$ cat src/rtl/ws2812_frame_sequencer.sv
`default_nettype none
// ============================================================================
// Module   : ws2812_frame_sequencer
// Brief    : Buffers a frame of 24-bit pixels and streams it bit-by-bit to a
//            ws2812_driver, then holds the latch gap. WS2812_BRIGHTNESS_EN
//            adds a global brightness scale applied at pixel load.
// Revision : 1.0
// ============================================================================
module ws2812_frame_sequencer #(
    parameter int NUM_LEDS     = 8,
    parameter int ADDR_W       = 3,
    parameter int LATCH_CYCLES = 1400
) (
    input  logic              clk,
    input  logic              n_reset,
    input  logic              wr_en,
    input  logic [ADDR_W-1:0] wr_addr,
    input  logic [23:0]       wr_data,
    input  logic              frame_start,
    output logic              busy,
    output logic              frame_done,
    output logic [7:0]        r,
    output logic [7:0]        g,
    output logic [7:0]        b,
    output logic              send_data,
    input  logic              ready
`ifdef WS2812_BRIGHTNESS_EN
    ,
    input  logic [7:0]        brightness
`endif
);

    localparam int                IDX_W      = (NUM_LEDS > 1) ? $clog2(NUM_LEDS) : 1;
    localparam logic [ADDR_W-1:0] LAST_PIX   = ADDR_W'(NUM_LEDS - 1);
    localparam logic [4:0]        LAST_BIT   = 5'd23;
    localparam logic [15:0]       LAST_LATCH = 16'(LATCH_CYCLES - 1);

    typedef enum logic [2:0] {
        S_IDLE  = 3'd0,
        S_FETCH = 3'd1,
        S_LOAD  = 3'd2,
        S_ISSUE = 3'd3,
        S_ACK   = 3'd4,
        S_DONE  = 3'd5,
        S_LATCH = 3'd6
    } state_t;

    state_t            state_q, state_d;
    logic [ADDR_W-1:0] pix_idx_q, pix_idx_d;
    logic [4:0]        bit_cnt_q, bit_cnt_d;
    logic [15:0]       latch_cnt_q, latch_cnt_d;
    logic [7:0]        r_q, r_d, g_q, g_d, b_q, b_d;

    logic [23:0]       mem [0:NUM_LEDS-1];
    logic [23:0]       rd_data_q;
    logic [23:0]       load_pix;
    logic              wr_ok;

    assign wr_ok = wr_en && (int'(wr_addr) < NUM_LEDS);

    // Buffer is deliberately not reset; a colliding read returns the old word.
    always_ff @(posedge clk) begin
        if (wr_ok) begin
            mem[wr_addr[IDX_W-1:0]] <= wr_data;
        end
        if (state_q == S_FETCH) begin
            rd_data_q <= mem[pix_idx_q[IDX_W-1:0]];
        end
    end

`ifdef WS2812_BRIGHTNESS_EN
    function automatic logic [7:0] scale(input logic [7:0] c, input logic [7:0] lvl);
        logic [15:0] prod;
        prod = {8'd0, c} * ({8'd0, lvl} + 16'd1);
        return prod[15:8];
    endfunction

    always_comb begin
        load_pix = {scale(rd_data_q[23:16], brightness),
                    scale(rd_data_q[15:8],  brightness),
                    scale(rd_data_q[7:0],   brightness)};
    end
`else
    always_comb begin
        load_pix = rd_data_q;
    end
`endif

    always_comb begin
        state_d     = state_q;
        pix_idx_d   = pix_idx_q;
        bit_cnt_d   = bit_cnt_q;
        latch_cnt_d = latch_cnt_q;
        r_d         = r_q;
        g_d         = g_q;
        b_d         = b_q;
        send_data   = 1'b0;
        frame_done  = 1'b0;
        case (state_q)
            S_IDLE: begin
                if (frame_start) begin
                    pix_idx_d = '0;
                    state_d   = S_FETCH;
                end
            end
            S_FETCH: state_d = S_LOAD;
            S_LOAD: begin
                {r_d, g_d, b_d} = load_pix;
                bit_cnt_d       = '0;
                state_d         = S_ISSUE;
            end
            S_ISSUE: begin
                if (ready) begin
                    send_data = 1'b1;
                    state_d   = S_ACK;
                end
            end
            S_ACK: begin
                if (!ready) begin
                    state_d = S_DONE;
                end
            end
            S_DONE: begin
                if (ready) begin
                    if (bit_cnt_q != LAST_BIT) begin
                        bit_cnt_d = bit_cnt_q + 5'd1;
                        state_d   = S_ISSUE;
                    end else if (pix_idx_q != LAST_PIX) begin
                        pix_idx_d = pix_idx_q + ADDR_W'(1);
                        state_d   = S_FETCH;
                    end else begin
                        latch_cnt_d = '0;
                        state_d     = S_LATCH;
                    end
                end
            end
            S_LATCH: begin
                latch_cnt_d = latch_cnt_q + 16'd1;
                if (latch_cnt_q == LAST_LATCH) begin
                    frame_done  = 1'b1;
                    latch_cnt_d = '0;
                    state_d     = S_IDLE;
                end
            end
            default: state_d = S_IDLE;
        endcase
    end

    always_ff @(posedge clk or negedge n_reset) begin
        if (!n_reset) begin
            state_q     <= S_IDLE;
            pix_idx_q   <= '0;
            bit_cnt_q   <= '0;
            latch_cnt_q <= '0;
            r_q         <= '0;
            g_q         <= '0;
            b_q         <= '0;
        end else begin
            state_q     <= state_d;
            pix_idx_q   <= pix_idx_d;
            bit_cnt_q   <= bit_cnt_d;
            latch_cnt_q <= latch_cnt_d;
            r_q         <= r_d;
            g_q         <= g_d;
            b_q         <= b_d;
        end
    end

    assign busy = (state_q != S_IDLE);
    assign r    = r_q;
    assign g    = g_q;
    assign b    = b_q;

endmodule
`default_nettype wire

$ cat config.mk
export PLATFORM = sky130hd
export DESIGN_NAME = ws2812_frame_sequencer
export DESIGN_NICKNAME = d
export VERILOG_FILES = /design/src/rtl/ws2812_frame_sequencer.sv
export SDC_FILE = /design/constraint.sdc
export NUM_CORES = 1
export LEC_CHECK = 0
export BUFFER_PORTS_ARGS = -buffer_cell sky130_fd_sc_hd__buf_2
export CAP_MARGIN = 10
export CORE_MARGIN = 2
export CORE_UTILIZATION = 60
export DETAILED_ROUTE_END_ITERATION = 10
export PLACE_DENSITY = 0.9
export RECOVER_POWER = 100
export SLEW_MARGIN = 30
export SYNTH_ARGS = -nofsm -noshare
export SYNTH_HDL_FRONTEND = slang
export SYNTH_SLANG_ARGS = --single-unit
$ cat constraint.sdc
create_clock -name clk -period 9 [get_ports clk]
set_clock_uncertainty 0.15 [all_clocks]
set_input_delay 2.25 -clock clk [delete_from_list [all_inputs] [get_ports clk]]
set_output_delay 2.25 -clock clk [all_outputs]
set_load 0.02 [all_outputs]
# Word-level counts from Yosys, hierarchy flattened
# Memory sizes are Yosys's and may differ from the RTL's. A register that Yosys moved wholly into a read port is not among the register bits.
# Index checks and enable logic that the tools add are counted.
# W data, S select, Z words.
[classes] n_eq_ne=18 reduce_logical=9 mux=27 n_addsub=3
[ops] op="$mux W16" count=4
[ops] op="$mux W3" count=11
[ops] op="$pmux W16 S2" count=1
[ops] op="$pmux W3 S7" count=1
[ops] op="$ne A2 B2 Y1 const B" count=9
[ops] op="$add A16 B1 Y16 const B" count=1
[ops] op="$eq A16 B11 Y1 const B" count=1
[ops] op="$mux W5" count=2
[ops] op="$pmux W5 S2" count=1
[ops] op="$reduce_and A5 Y1" count=2
[ops] op="$eq A3 B3 Y1 const B" count=3
[ops] op="$eq A3 B2 Y1 const B" count=2
[ops] op="$mux W1" count=6
[ops] op="$pmux W3 S2" count=1
[ops] op="$reduce_bool A2 Y1" count=3
[ops] op="$add A5 B1 Y5 const B" count=1
[ops] op="$ne A5 B5 Y1 const B" count=1
[ops] op="$reduce_and A4 Y1" count=1
[ops] op="$add A3 B1 Y3 const B" count=1
[ops] op="$eq A3 B1 Y1 const B" count=1
[ops] op="$logic_not A3 Y1" count=1
[ops] op="$ne A3 B3 Y1 const B" count=1
[ops] op="$reduce_and A3 Y1" count=1
[ops] op="$reduce_bool A3 Y1" count=1
[word_totals] reg_bits=51 output_inout_bits=27 mem_bits_rw=192 wordCells=65 mem_count=1
[memory_table] name="mem" words=8 word_bits=24 read_ports=1 rd_ports_with_merged_regs=1 write_ports=1 line="54" text="logic [23:0] mem [0:NUM_LEDS-1];"

# Longest topological paths before layout
# Gate-level depths: netlist of the first run.
[logic_depth] ltp_word=5 depth_mapped=8 mapped_depth_nobuf=7

# Least setup slack after synthesis of the first run
# Ideal clock, no wire load.
[synth_path] path_type="input-to-output" startpoint="in ready" endpoint="out send_data" arrival_time_ns=2.881 slack_ns=3.719 path_stages=2 cell_sequence="nand2_1 > nor3b_1"
[synth_between] elab_chain_cells=2
[synth_lines] element="start: declaration" line="26" text="input logic ready"
[synth_lines] element="$mux W1" line="113" text="if (ready) begin"
[synth_lines] element="$mux W1" line="99" text="case (state_q)"
[synth_lines] element="end: declaration" line="25" text="output logic send_data,"
# Every way passes these cells.

# Final worst setup path of the first run
[layout_path] startpoint="reg pix_idx_q[0]" endpoint="reg latch_cnt_q[4]"
[layout_between] elab_chain_cells=3
[layout_lines] element="start: declaration" line="49" text="logic [ADDR_W-1:0] pix_idx_q, pix_idx_d;"
[layout_lines] element="start signal: assignment" line="160" text="pix_idx_q <= pix_idx_d;"
[layout_lines] element="$ne A3 B3 Y1" line="128" text="end else if (pix_idx_q != LAST_PIX) begin"
[layout_lines] element="$ne A2 B2 Y1 (no line)"
[layout_lines] element="$reduce_and A4 Y1 (no line)"
[layout_lines] element="end signal: assignment" line="162" text="latch_cnt_q <= latch_cnt_d;"
[layout_lines] element="end: declaration" line="51" text="logic [15:0] latch_cnt_q, latch_cnt_d;"
# Every way passes these cells.
# A chain may end at the register's enable or synchronous reset.

==> results by group, run 1 <==
Logic synthesis
  • Post-synthesis mux area share: 13.4%
  • Synthesized flop and latch total: between 200 and 300
  • EDFF count, synth: 216
  • Synth Area in Simple Gates: 7.56%
  • Largest family of logic cells by synthesized area: multiplexers
  • Share of the synthesized area in the top cell type: 62.2%
  • Post-Synthesis Cells: 590
  • Syn avg cell area: 17.7 um^2
  • Post-Synthesis Cell Area: around 10000 um^2
  • Ys async rst share: 19.1%
  • Commonest cells in the netlist: edfxtp_1 (216), nand2_1 (98), dfrtp_1 (51), mux4_2 (48), mux2_2 (25)
  • Synth top area cells: edfxtp_1 (62%), dfrtp_1 (12%), mux4_2 (10%), nand2_1 (3.5%), mux2_2 (2.7%)
  • Syn Nets: 626
  • Synth Area in XOR/XNOR: 0.252%
  • Ys flop type: edfxtp_1
  • Sequential share of the synthesized area: 74.5%
  • Fraction of the mapped netlist area in adder cells: less than 1%
  • Top-count cell post-synth: edfxtp_1
  • Library cells used by synthesis: 49
  • Synth Warn #: 0
  • Complex-gate fraction of the synthesized area: 2.58%
  • Area leader, netlist: edfxtp_1

Clock tree
  • Clock H-tree levels: 1
  • # Post-CTS Setup Buffers: 0
  • CTS tree: yes
  • Hold_buf cts: 0
  • Clock Path Buffers: 3
  • Resized Gates After CTS: 0
  • Clk sink count: roughly 270
  • Clock buffer count from CTS: 27
  • Clock latency on the worst-skew pair: 0.54 ns
  • Root Driver: clkbuf_16
  • Reg clk slew, reported paths: approximately 0.060 ns

Critical path
  • Crit path buffers/inverters: 2
  • Setup CP Type: flop to flop
  • Slowest-stage cell, CP: clkbuf_1
  • Stages on worst setup path: 8
  • Setup crit start kind: flop
  • Critical path's largest stage delay: slightly below 3 ns
  • Worst EP required: 9.27 ns
  • Reg2Reg Capture Point: latch_cnt_q[4]
  • Worst-path fanout max: 51
  • CP top delay family: buffers and inverters
  • Most frequent CP cell: ha_1
  • FF-to-FF Start: pix_idx_q[0]
  • Reg2Reg Setup Slack: between 3 and 4 ns
  • Worst R2R Path Depth: 8
  • Element type at the critical path end: flop
  • Critical Path AT: 5.78 ns
  • Crit-path cells: clkbuf_1 > ha_1 > ha_1 > inv_1 > o41ai_1 > and2_0 > o211a_1 > nor2_1

STA
  • Final Cycle Share: 61.2%
  • Slew HR: -175%
  • Post-Route Setup TNS: 0 ns
  • Fmax: 0.182 GHz
  • Final Max Tran Viols: around 330
  • Least-Margin Pin Slew: 4.13 ns
  • Worst setup margin: 3.49 ns
  • Final Setup Violations: 0
  • Final hold slack: around 0.33 ns
  • Fin. Hold Viols: 0
  • Crit path time final: 5.51 ns
  • RSZ-0062 raised after global routing: false

Placement
  • Routability congestion estimate: 0.758
  • Post-Place Cell Area: between 10000 and 15000 um^2
  • Cells after DPL: 858
  • Setup Slack @ Placement: 3.60 ns
  • DP HPWL: roughly 12000 um
  • IO Port Bufs: 58

Detailed routing
  • Initial drt markers: between 400 and 500
  • # DRC: 0
  • Metal2 WL: ~11000 um
  • WL final: 21200 um
  • Metal3 WL: 1650 um
  • Post-route met1 wirelength: 7830 um
  • Final ANT Viol Nets: 0
  • DR vias/cell: 6.16
  • Max Used Layer: met4
  • First-pass iteration count of the detailed router: 5
  • Wirelength per Cell: 23.3 um
  • Via count: ~5600

Floorplan
  • Initial Util: around 60%
  • I/O pin count: a little under 60
  • Row cnt: 48
  • Placeable Area: 17100 um^2
  • DIE WIDTH: 136 um
  • Die area: 18400 um^2
  • Die Y: approximately 140 um

Global route
  • Largest net degree at the start of global routing: 52
  • First-pass GRT wire length: 33100 um
  • Vias in the first global route: between 5000 and 6000
  • Initial antenna violation count: 0
  • All-Layer GR Usage: about a quarter
  • Total grt overflow: 0

Cells and area
  • Final Instance Area: 12000 um^2
  • Final layout net count: 698
  • Ratio of cells with drive above 1 in the final layout: between 20 and 25%
  • Area grow syn2layout: 14.8%
  • Fin cells: 909

Hold path
  • Hold path depth: 1
  • Min-delay src: load_pix[15]
  • Hold endpoint: g[7]
  • Worst Hold Class: flop to flop

Power and ir drop
  • Worst vdd rail ir drop: 0.256 mV
  • Leakage: 4.08 nW
  • Power Dens Cells: 310 nW/um^2

Status
  • Status: finished with violations
  • Failing checks: capacitance limit, slew limit

Flow run
  • Number of max-cap violations: 11
report_power, final:
group	switching (mW)	internal, mW
clock	0.465	0.868
sequential	0.126	1.53
combinational	0.395	0.321
final cells by class:
class | instances | area, um^2
clock inverters | 18 | 373
diodes | 1 | 2.50
well taps | 225 | 282
fillers | 1059 | 5140
repair buffers | 69 | 273
inverters | 5 | 18.8
clock buffers | 32 | 724
multi-input cells | 292 | 2540
flip-flops and latches | 267 | 7760
cell families (layout without fill, tap and decap cells):
kind of cell / after synthesis / count (layout)
DFF: 267 / 267
xor gates and xnor gates: 3 / 3
muxes: 76 / 76
AOI/OAI and AO/OA: 43 / 43
and+or+nand+nor: 166 / 166
buffers and inverters: 31 / 124
adders and majority gates: 4 / 4
other: 0 / 1
state kept, by name (all words and copies together), names as in the netlist:
name / cells
load_pix: 24
bit_cnt_q: 5
pix_idx_q: 3
r: 8
b: 8
mem: 192
latch_cnt_q: 16
g: 8
state_q: 3
per-layer routing:
layer	GRT usage (%)	up-vias
met4	7.58	0
met5	0	-
met3	4.33	50
li1	-	2440
met2	42.5	264
met1	31.2	2842
worst max-delay path by stage:
stage	end	startpoint	slack, ns
6_report	latch_cnt_q[4]	pix_idx_q[0]	3.49
5_1_grt	latch_cnt_q[4]	pix_idx_q[0]	2.72
4_1_cts	send_data	ready	3.60
3_5_place_dp	send_data	ready	3.60
3_3_place_gp	send_data	ready	3.69
2_1_floorplan	send_data	ready	3.72
stage by stage:
stage	power [mW]	utilization, %
2_1_floorplan	2.17	-
3_3_place_gp	2.34	64.3
3_5_place_dp	2.39	64.3
4_1_cts	3.73	70.8
5_1_grt	3.85	69.9
6_report	3.71	70.0
cell usage in the layout, fill, tap and decap left out, types with 5 or more instances in the layout:
master and n:
edfxtp_1 216, nand2_1 98, clkbuf_1 64, dfrtp_1 49
mux4_2 48, clkbuf_16 27, mux2_2 24, nor2_1 16
o21ai_0 11, a21oi_1 10, a31oi_1 10, bufinv_16 10
nand3_1 9, nand2b_1 6, nor3_1 5, buf_2 5
Note: power is estimated with default switching activity, not from simulation.
==> run 2: changes to the inputs <==
ABC_AREA = 1   (was unset)
PLACE_DENSITY = 0.89   (was 0.9)
clock period = 5.6 ns   (was 9 ns; I/O delays follow)
==> results by group, run 2 <==
Status
  • Status: finished with violations
  • Failing checks: capacitance limit, slew limit

Cells and area
  • Area grow syn2layout: 10.0%
  • Fin cells: 1258 (+38%)
  • Ratio of cells with drive above 1 in the final layout: 10.2% (-10 points)
  • Commonest non-fill, non-tap cell in the layout: edfxtp_1
  • Most frequent cells in the layout: edfxtp_1 (216), nor2_1 (175), nand2_1 (169)
  • Max reg flops: 192 (unchanged)
  • Final layout net count: 1044 (+50%)

Clock tree
  • Hold_buf cts: 0 (unchanged)
  • # Post-CTS Setup Buffers: 0 (unchanged)
  • Resized Gates After CTS: 0 (unchanged)
  • Clock buffer count from CTS: 27 (unchanged)
  • CTS tree: yes
  • Reg clk slew, reported paths: 0.06 ns (about the same)
  • Root Driver: clkbuf_16
  • Clock Path Buffers: 3 (unchanged)
  • Clk sink count: 267 (unchanged)
  • Clock latency on the worst-skew pair: 0.54 ns (about the same)
  • Clock H-tree levels: 1 (unchanged)

Logic synthesis
  • Area leader, netlist: edfxtp_1
  • Synth Warn #: 0 (unchanged)
  • Syn Nets: 987 (+58%)
  • Post-Synthesis Cell Area: 11100 um^2 (+6.3%)
  • EDFF count, synth: 216 (unchanged)
  • Post-Synthesis Cells: 951 (+61%)
  • Top-count cell post-synth: edfxtp_1
  • Synth top area cells: edfxtp_1 (59%), dfrtp_1 (12%), nor2_1 (6.2%), o21ai_0 (5.7%), nand2_1 (5.7%)
  • Ys flop type: edfxtp_1
  • Library cells used by synthesis: 36 (-27%)
  • Share of the synthesized area in the top cell type: 58.5% (-3.7 points)
  • Sequential share of the synthesized area: 70.0% (-4.4 points)
  • Commonest cells in the netlist: edfxtp_1 (216), nor2_1 (182), nand2_1 (167), o21ai_0 (127), dfrtp_1 (51)
  • Syn avg cell area: 11.7 um^2 (-34%)
  • Synthesized flop and latch total: 267 (unchanged)
  • Ys async rst share: 19.1% (unchanged)

Critical path
  • Element type at the critical path end: output pin
  • Worst R2R Path Depth: 8 (unchanged)
  • FF-to-FF Start: pix_idx_q[0]
  • Setup CP Type: flop to output pin
  • CP top delay family: simple AND/OR/NAND/NOR gates
  • Slowest-stage cell, CP: nor2_1
  • Critical path's largest stage delay: 0.94 ns (-1.95 ns)
  • Crit-path cells: nand2_1 > nor2_1 > and3_1 > buf_2
  • Worst EP required: 4.05 ns (-5.22 ns)
  • Reg2Reg Setup Slack: 1.91 ns (-1.58 ns)
  • Setup crit start kind: flop
  • Worst-path fanout max: 18 (-65%)
  • Critical Path AT: 2.62 ns (-3.16 ns)
  • Crit path buffers/inverters: 1 (-1)
  • Reg2Reg Capture Point: latch_cnt_q[0]

STA
  • RSZ-0062 raised after global routing: false
  • Fin. Hold Viols: 0 (unchanged)
  • Fmax: 0.240 GHz
  • Crit path time final: between 4 and 5 ns
  • Final Max Tran Viols: 376 (+13%)
  • Post-Route Setup TNS: 0 ns (unchanged)
  • Final Cycle Share: 74.5%
  • Slew HR: -86.9% (+88 points)
  • Least-Margin Pin Slew: 2.80 ns (-1.33 ns)
  • Final Setup Violations: 0 (unchanged)

Detailed routing
  • Post-route met1 wirelength: 9150 um (+17%)
  • First-pass iteration count of the detailed router: 5 (unchanged)
  • WL final: 22500 um (+6.0%)
  • # DRC: 0 (unchanged)
  • DR vias/cell: 5.74 (-6.7%)
  • Wirelength per Cell: 17.9 um (-23%)
  • Metal2 WL: 11200 um (+1.0%)
  • Max Used Layer: met4
  • Initial drt markers: 714 (+58%)
  • Metal3 WL: 1680 um (+1.6%)
  • Via count: 7223 (+29%)
  • Final ANT Viol Nets: 0 (unchanged)

Placement
  • DP HPWL: 12700 um (+8.3%)
  • Cells after DPL: 1208 (+41%)
  • IO Port Bufs: 58 (unchanged)
  • Routability congestion estimate: 0.883 (+16%)

Floorplan
  • DIE WIDTH: 140 um (+3.0%)
  • Initial Util: 61.5% (+0.59 points)
  • Die area: 19600 um^2 (+6.1%)
  • Row cnt: 49 (+2.1%)
  • Placeable Area: 18000 um^2 (+5.3%)
  • I/O pin count: 59 (unchanged)
  • Die Y: 140 um (+3.0%)

Hold path
  • Hold endpoint: b[2]
  • Worst Hold Class: flop to flop
  • Hold path depth: 1 (unchanged)
  • Min-delay src: load_pix[2]

Power and ir drop
  • Total power: 5.72 mW (+54%)
  • Internal power: 3.86 mW (+42%)
  • Combinational share of power: 23.8% (+4.5 points)
  • Sequential share of power: 47.1% (+2.4 points)
  • Clock power frac: 29.1% (-6.9 points)
  • Leakage: 4.55 nW (+12%)
  • Power Dens Cells: 469 nW/um^2 (+52%)
  • Switch share: 32.5% (+5.9 points)
  • Switching Power: 1.86 mW (+89%)
  • Worst vdd rail ir drop: 0.388 mV (+52%)

Global route
  • Largest net degree at the start of global routing: 99 (+90%)
  • Total grt overflow: 0 (unchanged)
  • First-pass GRT wire length: 35800 um (+8.3%)
  • All-Layer GR Usage: 23.0% (-1.3 points)
  • Vias in the first global route: 7074 (+18%)
  • Initial antenna violation count: 1 (+1)

Flow run
  • Number of max-cap violations: 11 (unchanged)
## run 2: area by class of cell
type	instances	area (um^2)
inverter	29	113
sequential	267	7760
timing repair buffer	72	292
clock buffer	35	706
fill	1268	5830
antenna	1	2.50
multi-input combinational	611	2910
tap	229	287
clock inverter	14	118
## run 2: cell families (layout without fill, tap and decap cells)
group / count (synthesis) / in the layout / share of synthesized area [%]
AOI/OAI and AO/OA: 159 / 159 / 7.38
xor gates and xnor gates: 4 / 4 / 0.316
adders and majority gates: 4 / 4 / 0.451
buffers and inverters: 73 / 150 / 3.42
DFF: 267 / 267 / 70.0
muxes: 24 / 24 / 2.44
other: 0 / 1 / 0
and+or+nand+nor: 420 / 420 / 16.0
## run 2: worst max path at each step
| stage | startpoint | endpoint | slack, ns | cells past startpoint |
|---|---|---|---|---|
| after detailed placement | ready | send_data | 2.25 | 4 |
| after floorplan | ready | send_data | 2.30 | 2 |
| final | state_q[1] | frame_done | 1.43 | 4 |
| after global placement | ready | send_data | 2.24 | 4 |
| after global routing | n_reset | pix_idx_q[0] | 1.17 | 2 |
| after CTS | state_q[1] | frame_done | 1.94 | 4 |
## run 2: power by group through the flow
stage,Clock (mW),Combinational [mW],Sequential (mW)
2_1_floorplan,0,1.00,2.76
3_3_place_gp,0,1.33,2.71
3_5_place_dp,0,1.40,2.73
4_1_cts,1.69,1.41,2.70
5_1_grt,1.78,1.52,2.73
6_report,1.67,1.36,2.70
## run 2: per-stage QoR
stage                     hold slack [ns]  setup slack [ns]  instance area (um^2)  util (%)
after global placement              0.307              2.24                 11500      64.0
final                               0.325              1.43                 12200      67.7
after global routing                0.346              1.17                 12200      67.6
after detailed placement            0.314              2.25                 11500      64.0
after floorplan                     0.305              2.30                 11100         -
after CTS                           0.330              1.94                 12400      68.5
## run 2: metal layers
layer,track usage [%],vias up
met5,0,-
met1,30.4,3510
met3,4.85,37
met4,6.79,0
met2,38.9,268
li1,-,3408
==> run 3: changes to the inputs <==
ABC_AREA = 0   (was 1)
CORE_UTILIZATION = 54   (was 60)
PLACE_DENSITY = 0.86   (was 0.89)
clock period = 3.5 ns   (was 5.6 ns; I/O delays follow)
==> results by group, run 3 (synthesis results as in run 1) <==
Status
  • Status: finished with violations
  • Failing checks: capacitance limit, slew limit

Clock tree
  • Reg clk slew, reported paths: 0.06 ns (about the same)
  • Clock H-tree levels: 1 (unchanged)
  • Resized Gates After CTS: 0 (unchanged)
  • # Post-CTS Setup Buffers: 0 (unchanged)
  • CTS tree: yes
  • Clock Path Buffers: 3 (unchanged)
  • Clk sink count: 267 (unchanged)
  • Hold_buf cts: 0 (unchanged)
  • Clock buffer count from CTS: 26 (-3.7%)
  • Clock latency on the worst-skew pair: 0.52 ns (-0.02 ns)
  • Root Driver: clkbuf_16

Placement
  • Routability congestion estimate: 0.832 (-5.7%)
  • Cells after DPL: 896 (-26%)
  • Setup Slack @ Placement: 0.893 ns (-1.36 ns)
  • DP HPWL: 11800 um (-6.6%)
  • IO Port Bufs: 58 (unchanged)
  • Post-Place Cell Area: 11100 um^2 (-4.0%)

Critical path
  • Element type at the critical path end: output pin
  • Critical Path AT: 1.95 ns (-0.67 ns)
  • CP startpoint: latch_cnt_q[0]
  • Worst EP required: 2.47 ns (-1.58 ns)
  • Critical path's largest stage delay: 0.45 ns (-0.49 ns)
  • CP top delay family: simple AND/OR/NAND/NOR gates
  • Crit-path cells: ha_1 > and4_2 > nand4_1 > nor2_1 > clkbuf_1
  • Setup crit start kind: flop
  • Worst-path fanout max: 5 (-13)
  • Slowest-stage cell, CP: dfrtp_1
  • Crit path buffers/inverters: 1 (unchanged)
  • Setup CP Type: flop to output pin
  • FF-to-FF Start: pix_idx_q[0]

Hold path
  • Min-delay src: load_pix[9]
  • Worst Hold Class: flop to flop

Cells and area
  • Final layout net count: 700 (-33%)
  • Ratio of cells with drive above 1 in the final layout: 20.3% (+10 points)
  • Final Instance Area: 11700 um^2 (-3.7%)
  • Fin cells: 945 (-25%)
  • Commonest non-fill, non-tap cell in the layout: edfxtp_1
  • Max reg flops: 192 (unchanged)
  • Area grow syn2layout: 12.7%
  • Most frequent cells in the layout: edfxtp_1 (216), nand2_1 (98), clkbuf_1 (68)
  • Final Core Density: 62.4% (-5.3 points)
  • # fillers: 1276 (+0.63%)

Floorplan
  • I/O pin count: 59 (unchanged)
  • Die Y: 143 um (+2.2%)
  • Placeable Area: 18800 um^2 (+4.5%)
  • Die area: 20400 um^2 (+4.4%)
  • Row cnt: 50 (+2.0%)
  • DIE WIDTH: 143 um (+2.2%)
  • Initial Util: 55.4% (-6.1 points)

Global route
  • All-Layer GR Usage: 21.1% (-1.8 points)
  • Total grt overflow: 0 (unchanged)
  • Initial antenna violation count: 1 (unchanged)
  • First-pass GRT wire length: 32700 um (-8.8%)
  • Vias in the first global route: 5856 (-17%)
  • Largest net degree at the start of global routing: 51 (-48%)

STA
  • Slew HR: -20.7% (+66 points)
  • Worst setup margin: 0.527 ns (-0.899 ns)
  • Final Max Tran Viols: 303 (-19%)
  • Crit path time final: around 3 ns
  • Final Setup Violations: 0 (unchanged)
  • RSZ-0062 raised after global routing: false
  • Final hold slack: 0.324 ns (-0.00116 ns)
  • Fin. Hold Viols: 0 (unchanged)
  • Final Cycle Share: 85.0%
  • Post-Route Setup TNS: 0 ns (unchanged)
  • Least-Margin Pin Slew: 1.81 ns (-0.994 ns)
  • Fmax: about 0.34 GHz

Detailed routing
  • # DRC: 0 (unchanged)
  • Final ANT Viol Nets: 0 (unchanged)
  • Via count: 5512 (-24%)
  • Initial drt markers: 428 (-40%)
  • DR vias/cell: 5.83 (+1.6%)
  • WL final: 20700 um (-7.8%)
  • First-pass iteration count of the detailed router: 5 (unchanged)
  • Wirelength per Cell: 21.9 um (+23%)

Power and ir drop
  • Leakage: 3.96 nW (-13%)
  • Worst vdd rail ir drop: 0.417 mV (+7.6%)
  • Total power: 8.66 mW (+51%)
  • Power Dens Cells: 737 nW/um^2 (+57%)

Flow run
  • Number of max-cap violations: 11 (unchanged)
[run 3: cell count changes in the layout (fill, tap and decap cells not counted), moves of 10 or more]
cell and change:
o21ai_0 -130, nand2_2 -12, o21ai_1 -13, nand2_1 -71, a31oi_1 +10, nand3_1 -26
inv_1 -20, nor2_1 -162, mux4_2 +48
[run 3: final timing paths]
path                                     end  slack, ns  cells past startpoint
worst max-delay path              frame_done       0.53                      5
worst min-delay path                    g[1]       0.32                      1
worst max register to register  load_pix[18]       0.63                      4
worst min register to register          g[1]       0.32                      1
max in group asynchronous               b[6]       1.22                      2
min in group asynchronous               r[0]       0.58                      1
[run 3: final cells by class]
class | instances | area (um^2) | share of cell area [%]
inverter | 5 | 18.8 | 0.160
clock inverter | 12 | 68.8 | 0.586
tap | 260 | 325 | 2.77
sequential | 267 | 7760 | 66.1
multi-input combinational | 292 | 2540 | 21.6
antenna | 1 | 2.50 | 0.0213
clock buffer | 36 | 739 | 6.29
timing repair buffer | 72 | 290 | 2.47
[run 3: metal layers]
| metal | track usage [%] | vias up | share of wire (%) |
|---|---|---|---|
| met5 | 0 | - | 0.058 |
| met4 | 6.67 | 2 | 2.3 |
| li1 | - | 2450 | - |
| met2 | 36.0 | 198 | 52 |
| met3 | 3.32 | 48 | 6.3 |
| met1 | 28.3 | 2814 | 39 |
[run 3: power breakdown]
group          switching, mW  internal, mW  total (mW)
clock                   1.12          1.48        2.60
sequential             0.339          3.94        4.28
combinational           1.01         0.781        1.79
total                   2.47          6.20        8.66
